[config.mk]
export PLATFORM = sky130hd
export DESIGN_NAME = mult_div_unit
export DESIGN_NICKNAME = d
export VERILOG_FILES = /design/src/rtl/mult_div_unit.sv
export SDC_FILE = /design/constraint.sdc
export NUM_CORES = 1
export LEC_CHECK = 0
export ABC_CLOCK_PERIOD_IN_PS = 5850
export CAP_MARGIN = 0
export CELL_PAD_IN_SITES_DETAIL_PLACEMENT = 0
export CELL_PAD_IN_SITES_GLOBAL_PLACEMENT = 2
export CORE_ASPECT_RATIO = 1.25
export CORE_MARGIN = 2
export CORE_UTILIZATION = 32
export CTS_BUF_LIST = sky130_fd_sc_hd__clkbuf_8
export DETAILED_ROUTE_END_ITERATION = 8
export PLACE_DENSITY = 0.83
export SYNTH_ARGS = -nofsm -noshare
export SYNTH_HDL_FRONTEND = slang
export SYNTH_SLANG_ARGS = --single-unit
[constraint.sdc]
create_clock -name clock -period 5.85 [get_ports clock]
set_input_delay 1.4625 -clock clock [delete_from_list [all_inputs] [get_ports clock]]
set_output_delay 1.4625 -clock clock [all_outputs]
set_load 0.02 [all_outputs]
[src/rtl/mult_div_unit.sv]
// Iterative signed multiply/divide unit feeding HI/LO, with a start/busy/done handshake.
// Optional MULTU/DIVU support is enabled by defining MULT_DIV_UNSIGNED_EN.
module mult_div_unit #(
  parameter int WIDTH = 32,
  parameter int CNT_W = $clog2(WIDTH + 1)
) (
  input  logic             clock,
  input  logic             reset,
  input  logic             start,
  input  logic             op_div,
  input  logic             op_unsigned,
  input  logic [WIDTH-1:0] a,
  input  logic [WIDTH-1:0] b,
  output logic             busy,
  output logic             done,
  output logic             div_zero,
  output logic [WIDTH-1:0] hi,
  output logic [WIDTH-1:0] lo
);

  typedef enum logic [1:0] {IDLE, CALC, FINISH} state_t;

  state_t           state_q;
  logic [CNT_W-1:0] cnt_q;
  logic [WIDTH-1:0] acc_hi_q, acc_lo_q, m_q;
  logic             op_div_q, neg_q, rneg_q, divz_q;
  logic             busy_q, done_q, div_zero_q;
  logic [WIDTH-1:0] hi_q, lo_q;

  logic             uns;
  logic             accept_d;
  logic             a_neg_d, b_neg_d, b_zero_d;
  logic [WIDTH-1:0] a_mag_d, b_mag_d;
  logic [WIDTH:0]   mul_sum_d, div_shift_d;
  logic [WIDTH-1:0] div_diff_d;
  logic             div_ge_d;
  logic [WIDTH-1:0] iter_hi_d, iter_lo_d;
  logic [2*WIDTH-1:0] prod_d;
  logic [WIDTH-1:0] fin_hi_d, fin_lo_d;

`ifdef MULT_DIV_UNSIGNED_EN
  assign uns = op_unsigned;
`else
  logic unused_op_unsigned;
  assign uns = 1'b0;
  assign unused_op_unsigned = op_unsigned;
`endif

  always_comb begin
    accept_d = start && (state_q != CALC);
    a_neg_d  = !uns && a[WIDTH-1];
    b_neg_d  = !uns && b[WIDTH-1];
    a_mag_d  = a_neg_d ? -a : a;
    b_mag_d  = b_neg_d ? -b : b;
    b_zero_d = (b == {WIDTH{1'b0}});

    // One radix-2 step: shift-add for multiply, restoring shift-subtract for divide
    mul_sum_d   = {1'b0, acc_hi_q} + {1'b0, (acc_lo_q[0] ? m_q : {WIDTH{1'b0}})};
    div_shift_d = {acc_hi_q, acc_lo_q[WIDTH-1]};
    div_ge_d    = div_shift_d >= {1'b0, m_q};
    div_diff_d  = div_shift_d[WIDTH-1:0] - m_q;
    if (op_div_q) begin
      iter_hi_d = div_ge_d ? div_diff_d : div_shift_d[WIDTH-1:0];
      iter_lo_d = {acc_lo_q[WIDTH-2:0], div_ge_d};
    end else begin
      iter_hi_d = mul_sum_d[WIDTH:1];
      iter_lo_d = {mul_sum_d[0], acc_lo_q[WIDTH-1:1]};
    end

    prod_d = {acc_hi_q, acc_lo_q};
    if (neg_q) prod_d = -prod_d;
    if (op_div_q) begin
      fin_hi_d = rneg_q ? -acc_hi_q : acc_hi_q;
      fin_lo_d = neg_q ? -acc_lo_q : acc_lo_q;
    end else begin
      fin_hi_d = prod_d[2*WIDTH-1:WIDTH];
      fin_lo_d = prod_d[WIDTH-1:0];
    end
  end

  always_ff @(posedge clock or posedge reset) begin
    if (reset) begin
      state_q    <= IDLE;
      cnt_q      <= '0;
      acc_hi_q   <= '0;
      acc_lo_q   <= '0;
      m_q        <= '0;
      op_div_q   <= 1'b0;
      neg_q      <= 1'b0;
      rneg_q     <= 1'b0;
      divz_q     <= 1'b0;
      busy_q     <= 1'b0;
      done_q     <= 1'b0;
      div_zero_q <= 1'b0;
      hi_q       <= '0;
      lo_q       <= '0;
    end else begin
      done_q <= (state_q == FINISH);
      // Results commit as FINISH is left; a zero divide leaves hi/lo untouched
      if (state_q == FINISH) begin
        div_zero_q <= divz_q;
        if (!divz_q) begin
          hi_q <= fin_hi_d;
          lo_q <= fin_lo_d;
        end
      end else if (accept_d) begin
        div_zero_q <= 1'b0;
      end

      case (state_q)
        CALC: begin
          acc_hi_q <= iter_hi_d;
          acc_lo_q <= iter_lo_d;
          cnt_q    <= cnt_q - CNT_W'(1);
          if (cnt_q == CNT_W'(1)) begin
            state_q <= FINISH;
            busy_q  <= 1'b0;
          end
        end
        default: begin
          if (accept_d) begin
            op_div_q <= op_div;
            m_q      <= b_mag_d;
            acc_hi_q <= '0;
            acc_lo_q <= a_mag_d;
            neg_q    <= a_neg_d ^ b_neg_d;
            rneg_q   <= a_neg_d;
            divz_q   <= op_div && b_zero_d;
            cnt_q    <= CNT_W'(WIDTH);
            state_q  <= (op_div && b_zero_d) ? FINISH : CALC;
            busy_q   <= !(op_div && b_zero_d);
          end else begin
            state_q <= IDLE;
            busy_q  <= 1'b0;
          end
        end
      endcase
    end
  end

  assign busy     = busy_q;
  assign done     = done_q;
  assign div_zero = div_zero_q;
  assign hi       = hi_q;
  assign lo       = lo_q;

endmodule

==> run_results.csv, run 1 <==
group,metric,value,unit
run_status,status,"finished, final reports clean",
cells_and_area,nets,1894,
setup_path,crit_fanout,6,
cells_and_area,drive_gt1_share,5.040,%
setup_path,reg2reg_depth,13,
sta,period_minus_slack,4086,ps
sta,grt_setup_unrepaired,"false",
worst_hold_path,hp-class,"reg2reg",
sta,final.setup.worst_slack,1764,ps
route,ant_nets,0,
cells_and_area,final_common_cell,"nand2_1",
clock_network,cts_sinks,174,
sta,setup-tns-final,0,ps
cells_and_area,nFillCells,4371,
clock_network,ctsHoldBuffers,0,
sta,drv_slew,0,
floorplanning,die_area,44420,um^2
floorplanning,core,42150,um^2
sta,fin_skew,19.22,ps
route,drt_iter0_drc,725,
global_route,track_usage,18.51,%
pwr,power.density,635.2,nW/um^2
synthesis,synth_area,13680,um^2
global_route,grt_max_degree,111,
floorplanning,fp.dieH,235.2,um
setup_path,arrival,4440,ps
floorplanning,start_util,32.45,%
global_route,grt_pass1_wl,65.90,mm
worst_hold_path,holdPathEnd,"hi[2]",
route,vias,12209,
route,drtPass1Iterations,5,
sta,setup_violations,0,
setup_path,crit_chain,"clkdlybuf4s50_1, or4_1, nor3_1, nand4b_1, or4_4, inv_2, nand4_1, nand2_1, a21boi_0",
placement,place_ws,1117,ps
setup_path,cp_slowest_cell,"or4_1",
synthesis,synth-seq-area-share,31.83,%
synthesis,postSynthCellCount,1676,
synthesis,synth_edf_count,0,
route,wl_per_cell,17.54,um
synthesis,avgSynthCellArea,8.161,um^2
setup_path,start_kind,"input pin",
placement,globalplace.congestion,0.8411,
synthesis,yosysUniqueCellTypes,79,
synthesis,synth_ff_type,"dfrtp_1",
placement,placed_area,15530,um^2
synthesis,ys_warn_count,0,
pwr,p_leak,6.746,nW
placement,dpl.hpwl,31.41,mm
setup_path,path_buf_inv,2,
floorplanning,die_w,188.9,um
cells_and_area,layout_common_cells,"nand2_1, o21ai_0, dfrtp_1",
sta,min_period_over_period,69.85,%
cells_and_area,fin_area,15940,um^2
clock_network,cts-root-buf,"clkbuf_8",
clock_network,numCtsBuffers,17,
setup_path,end_kind,"flop",
setup_path,reg2reg_from,"acc_lo_q[31]",
cells_and_area,areaGrowthSynthToFinish,16.51,%
clock_network,cts_resized,0,
clock_network,cts_setup_buffers,0,
setup_path,max_stage_delay,600,ps
route,wirelength,40.80,mm
clock_network,htreeDepth,4,
global_route,grt_overflow_total,0,
clock_network,worstSkewPairLatency,510,ps
clock_network,clkSlewWorstSetupHoldPaths,110,ps
synthesis,ys_ff_latch,174,
sta,max_freq,244.7,MHz
sta,hold_viol,0,
sta,maxSlewHeadroom,22.74,%
global_route,grt_pass1_vias,11766,
clock_network,tritoncts,"yes",
sta,fin_hold_ws,485.3,ps
setup_path,critical-path-top-delay-family,"simple AND/OR/NAND/NOR gates",
sta,worst_slew_pin_slew,1159,ps
worst_hold_path,min_from,"hi[2]",
clock_network,cts.path.max_buffers,2,
flow_run,drv_cap,0,
placement,port_buffers,134,
setup_path,timing.rr.end,"acc_hi_q[24]",
setup_path,r2r_slack,1830,ps
setup_path,crit_type,"in2reg",
pwr,vdd_drop_max,218.4,uV
synthesis,synthArstFlopShare,100.0,%
floorplanning,ios,136,
route,drc,0,
synthesis,syn_nets,1817,
worst_hold_path,min_delay_path_depth,2,
route,vias_per_cell,5.247,
setup_path,cp.required,6210,ps
global_route,grt_antenna_before_repair,2,
floorplanning,rows,84,
sequential cells by signal, summed over array words and instances, names as in the netlist:
register	flops
m_q	32
lo	32
state_q	2
op_div_q	1
rneg_q	1
hi	32
divz_q	1
neg_q	1
done	1
div_zero	1
acc_hi_q	32
cnt_q	6
acc_lo_q	32
cell usage after synthesis (all sizes together) (26+ instances only):
| cell | instances | share of area, % |
|---|---|---|
| o21ai | 217 | 7.9 |
| nand2 | 224 | 6.2 |
| clkbuf | 80 | 2.2 |
| a31oi | 26 | 1.2 |
| o31ai | 29 | 1.7 |
| a21o | 34 | 1.9 |
| ha | 70 | 6.4 |
| mux2i | 43 | 3.1 |
| dfrtp | 174 | 32 |
| a21oi | 92 | 3.4 |
| xnor2 | 60 | 3.8 |
| nor2 | 105 | 2.9 |
| nand3 | 28 | 1.0 |
| inv | 66 | 1.8 |
| xor2 | 113 | 7.2 |
| o211ai | 40 | 2.2 |
worst min-delay path: stages (launching register included):
cell and delay, ps:
dfrtp_1 360, nand2_1 40, o21ai_0 60
report_power, final:
group / internal (mW) / switching, mW
Combinational: 2.84 / 3.88
Clock: 0.325 / 0.549
Sequential: 1.73 / 0.797
through the flow:
step | power (mW) | instances | utilization (%)
global route | 11.07 | 2327 | 37.81
floorplan | 7.255 | 1676 | -
global placement | 9.165 | 2293 | 36.86
finish | 10.12 | 2327 | 37.81
detailed placement | 9.234 | 2293 | 36.86
CTS | 10.14 | 2325 | 37.80
layout make-up:
class / instances / area (um^2) / share of cell area (%)
clock inverter: 15 / 162.7 / 1.021
antenna: 2 / 5.005 / 0.03140
sequential: 174 / 4355 / 27.33
clock buffer: 17 / 234.0 / 1.468
multi-input combinational: 1342 / 8736 / 54.82
tap: 559 / 699.4 / 4.389
timing repair buffer: 151 / 1489 / 9.343
inverter: 67 / 255.2 / 1.602
per-layer routing:
metal / GRT usage, % / up-vias / wire length, um
met3: 2.191 / 37 / 1360
li1: - / 6184 / -
met2: 30.36 / 232 / 19010
met4: 4.782 / 0 / 680
met1: 25.74 / 5756 / 19750
met5: 0 / - / 0
kinds of logic (layout without fill, tap and decap cells):
kind of cell / Yosys count / count (layout) / share of synthesized area (%)
xor gates and xnor gates: 173 / 173 / 11.08
DFF: 174 / 174 / 31.83
muxes: 48 / 48 / 3.558
and+or+nand+nor: 513 / 513 / 17.86
adders and majority gates: 72 / 72 / 6.696
buffers and inverters: 160 / 250 / 4.491
other: 0 / 2 / 0
AOI/OAI and AO/OA: 536 / 536 / 24.48
how the worst max path moves through the flow:
| stage | startpoint | to | slack [ps] | cells past startpoint |
|---|---|---|---|---|
| floorplan | b[12] | m_q[28] | 2060 | 9 |
| global placement | b[4] | state_q[0] | 1140 | 9 |
| detailed placement | b[4] | state_q[0] | 1120 | 9 |
| CTS | b[4] | state_q[0] | 1690 | 9 |
| global route | acc_lo_q[31] | acc_hi_q[24] | 1460 | 13 |
| finish | b[4] | state_q[0] | 1760 | 9 |
No activity file was read; power rests on OpenSTA's default activity.
==> run 2: changes to the inputs <==
- ABC_CLOCK_PERIOD_IN_PS: 5850 -> 3600
- clock period: 5.85 -> 3.6 ns (I/O delays scaled with it)
==> run_results.csv, run 2 (synthesized netlist as in run 1, its figures left out) <==
group,metric,value,unit
global_route,use_met1,27.71,%
setup_path,end_kind,"flop",
sta,grt_setup_unrepaired,"true",
floorplanning,start_util,32.45,%
placement,place_ws,-147.9,ps
clock_network,worstSkewPairLatency,520,ps
clock_network,ctsHoldBuffers,0,
global_route,track_usage,19.80,%
global_route,use_met2,32.79,%
cells_and_area,fin_cells,2438,
floorplanning,rows,84,
floorplanning,ios,136,
pwr,vdd_drop_max,412.7,uV
global_route,use_met3,2.072,%
floorplanning,core,42150,um^2
global_route,grt_max_degree,105,
clock_network,clkSlewWorstSetupHoldPaths,120,ps
setup_path,max_stage_delay,410,ps
route,drtPass1Iterations,5,
route,ant_nets,0,
placement,port_buffers,134,
global_route,grt_pass1_vias,12526,
route,wl_per_cell,17.76,um
sta,drv_slew,0,
floorplanning,die_area,44420,um^2
setup_path,crit_chain,"inv_1, ha_1, inv_1, fa_1, a211oi_2, nor2_1, o31ai_1, buf_4, buf_4, o41a_1, a31oi_2, a211o_1, xnor2_1, mux2i_1, a221oi_1",
placement,dpl.cell_count,2405,
floorplanning,die_w,188.9,um
cells_and_area,drive_gt1_share,11.08,%
global_route,grt_pass1_wl,69.99,mm
placement,placed_area,16400,um^2
sta,min_period_over_period,95.62,%
pwr,combinationalPowerShare,70.5,%
pwr,p_leak,7.308,nW
clock_network,htreeDepth,4,
setup_path,crit_fanout,3,
cells_and_area,fin_area,16860,um^2
setup_path,path_buf_inv,4,
flow_run,drv_cap,0,
route,wirelength,43.30,mm
pwr,p_int,8.728,mW
placement,globalplace.congestion,0.8745,
route,vias_per_cell,5.232,
sta,max_freq,290.5,MHz
cells_and_area,final_common_cell,"nand2_1",
placement,dpl.hpwl,34.20,mm
global_route,grt_overflow_total,0,
setup_path,start_kind,"flop",
clock_network,cts-root-buf,"clkbuf_8",
setup_path,crit_type,"reg2reg",
sta,worst_slew_pin_slew,1005,ps
clock_network,cts.path.max_buffers,2,
worst_hold_path,hp-class,"reg2reg",
pwr,power.density,1045,nW/um^2
global_route,grt_antenna_before_repair,1,
setup_path,cp.required,4010,ps
global_route,top_usage_layer,"met2",
pwr,seqPwrFrac,21.0,%
clock_network,numCtsBuffers,17,
setup_path,critical-path-top-delay-family,"compound AO/OA/AOI/OAI gates",
sta,setup_violations,0,
pwr,sw_frac_of_total,50.49,%
cells_and_area,areaGrowthSynthToFinish,23.27,%
pwr,p_clk_share,8.5,%
sta,hold_viol,0,
route,vias,12755,
sta,fin_skew,17.81,ps
cells_and_area,layout_common_cells,"nand2_1, o21ai_0, dfrtp_1",
sta,final.setup.worst_slack,157.8,ps
clock_network,tritoncts,"yes",
pwr,p_switching,8.899,mW
sta,period_minus_slack,3442,ps
setup_path,cp_slowest_cell,"fa_1",
route,drt_iter0_drc,770,
setup_path,arrival,3850,ps
clock_network,cts_sinks,174,
run_status,status,"finished, final reports clean",
cells_and_area,nets,2006,
setup_path,r2r_slack,160,ps
route,drc,0,
floorplanning,fp.dieH,235.2,um
sta,maxSlewHeadroom,32.76,%
cells_and_area,nFillCells,4354,
==> run 2: cell count changes in the layout (fill, tap and decap cells not counted), moves of 2 or more <==
cell	previous run	this run
a211oi_2	0	2
a211oi_1	13	11
buf_4	15	124
buf_12	2	5
==> run 2: worst reg2reg max path, delay by kind of cell, from the launching register on <==
kind	cells	cell delay, ps
AOI/OAI and AO/OA	6	1460
xor gates and xnor gates	1	260
adders and majority gates	2	600
buffers and inverters	4	450
DFF	1	390
muxes	1	120
and+or+nand+nor	1	90
==> run 2: through the flow <==
stage,total power [mW],util [%],setup TNS [ps],hold slack [ps]
after floorplan,11.79,-,0,449.8
after global routing,19.20,40.01,-40.33,508.8
final,17.63,40.01,0,484.5
after global placement,15.87,38.92,-739.0,461.5
after detailed placement,15.98,38.92,-933.6,469.9
after CTS,17.51,39.88,0,494.0
==> run 2: layout make-up <==
type / count / area (um^2) / share of cell area (%)
Clock inverter: 15 / 172.7 / 1.024
Inverter: 67 / 255.2 / 1.514
Antenna cell: 1 / 2.502 / 0.01484
Multi-Input combinational cell: 1342 / 8775 / 52.04
Clock buffer: 17 / 234.0 / 1.388
Sequential cell: 174 / 4355 / 25.83
Tap cell: 559 / 699.4 / 4.148
Timing Repair Buffer: 263 / 2367 / 14.04
==> run 2: worst paths after layout <==
check | to | cells after the start | start
worst max-delay path | acc_hi_q[28] | 15 | acc_lo_q[31]
worst max register to register | acc_hi_q[28] | 15 | acc_lo_q[31]
min in group asynchronous | lo[9] | 3 | reset
worst min-delay path | cnt_q[5] | 1 | cnt_q[5]
max in group asynchronous | op_div_q | 3 | reset
worst min register to register | cnt_q[5] | 1 | cnt_q[5]
==> run 2: timing repair <==
item | in CTS | in global routing
gates resized for setup | 0 | 10
endpoints found under the setup margin | 0 | 12
setup buffers | 0 | 0
==> run 2: per-layer routing <==
metal | wire, um | part of all wire, % | up-vias
li1 | - | - | 6426
met1 | 20920 | 48 | 6047
met5 | 0 | 0 | -
met4 | 497 | 1.1 | 0
met2 | 20430 | 47 | 250
met3 | 1452 | 3.4 | 32
==> run 2: power groups by stage <==
stage,registers (mW),logic [mW],clock network [mW]
after floorplan,3.76,8.03,0
after global placement,3.72,12.1,0
after detailed placement,3.74,12.2,0
after CTS,3.70,12.3,1.53
after global routing,3.84,13.8,1.60
final,3.71,12.4,1.49
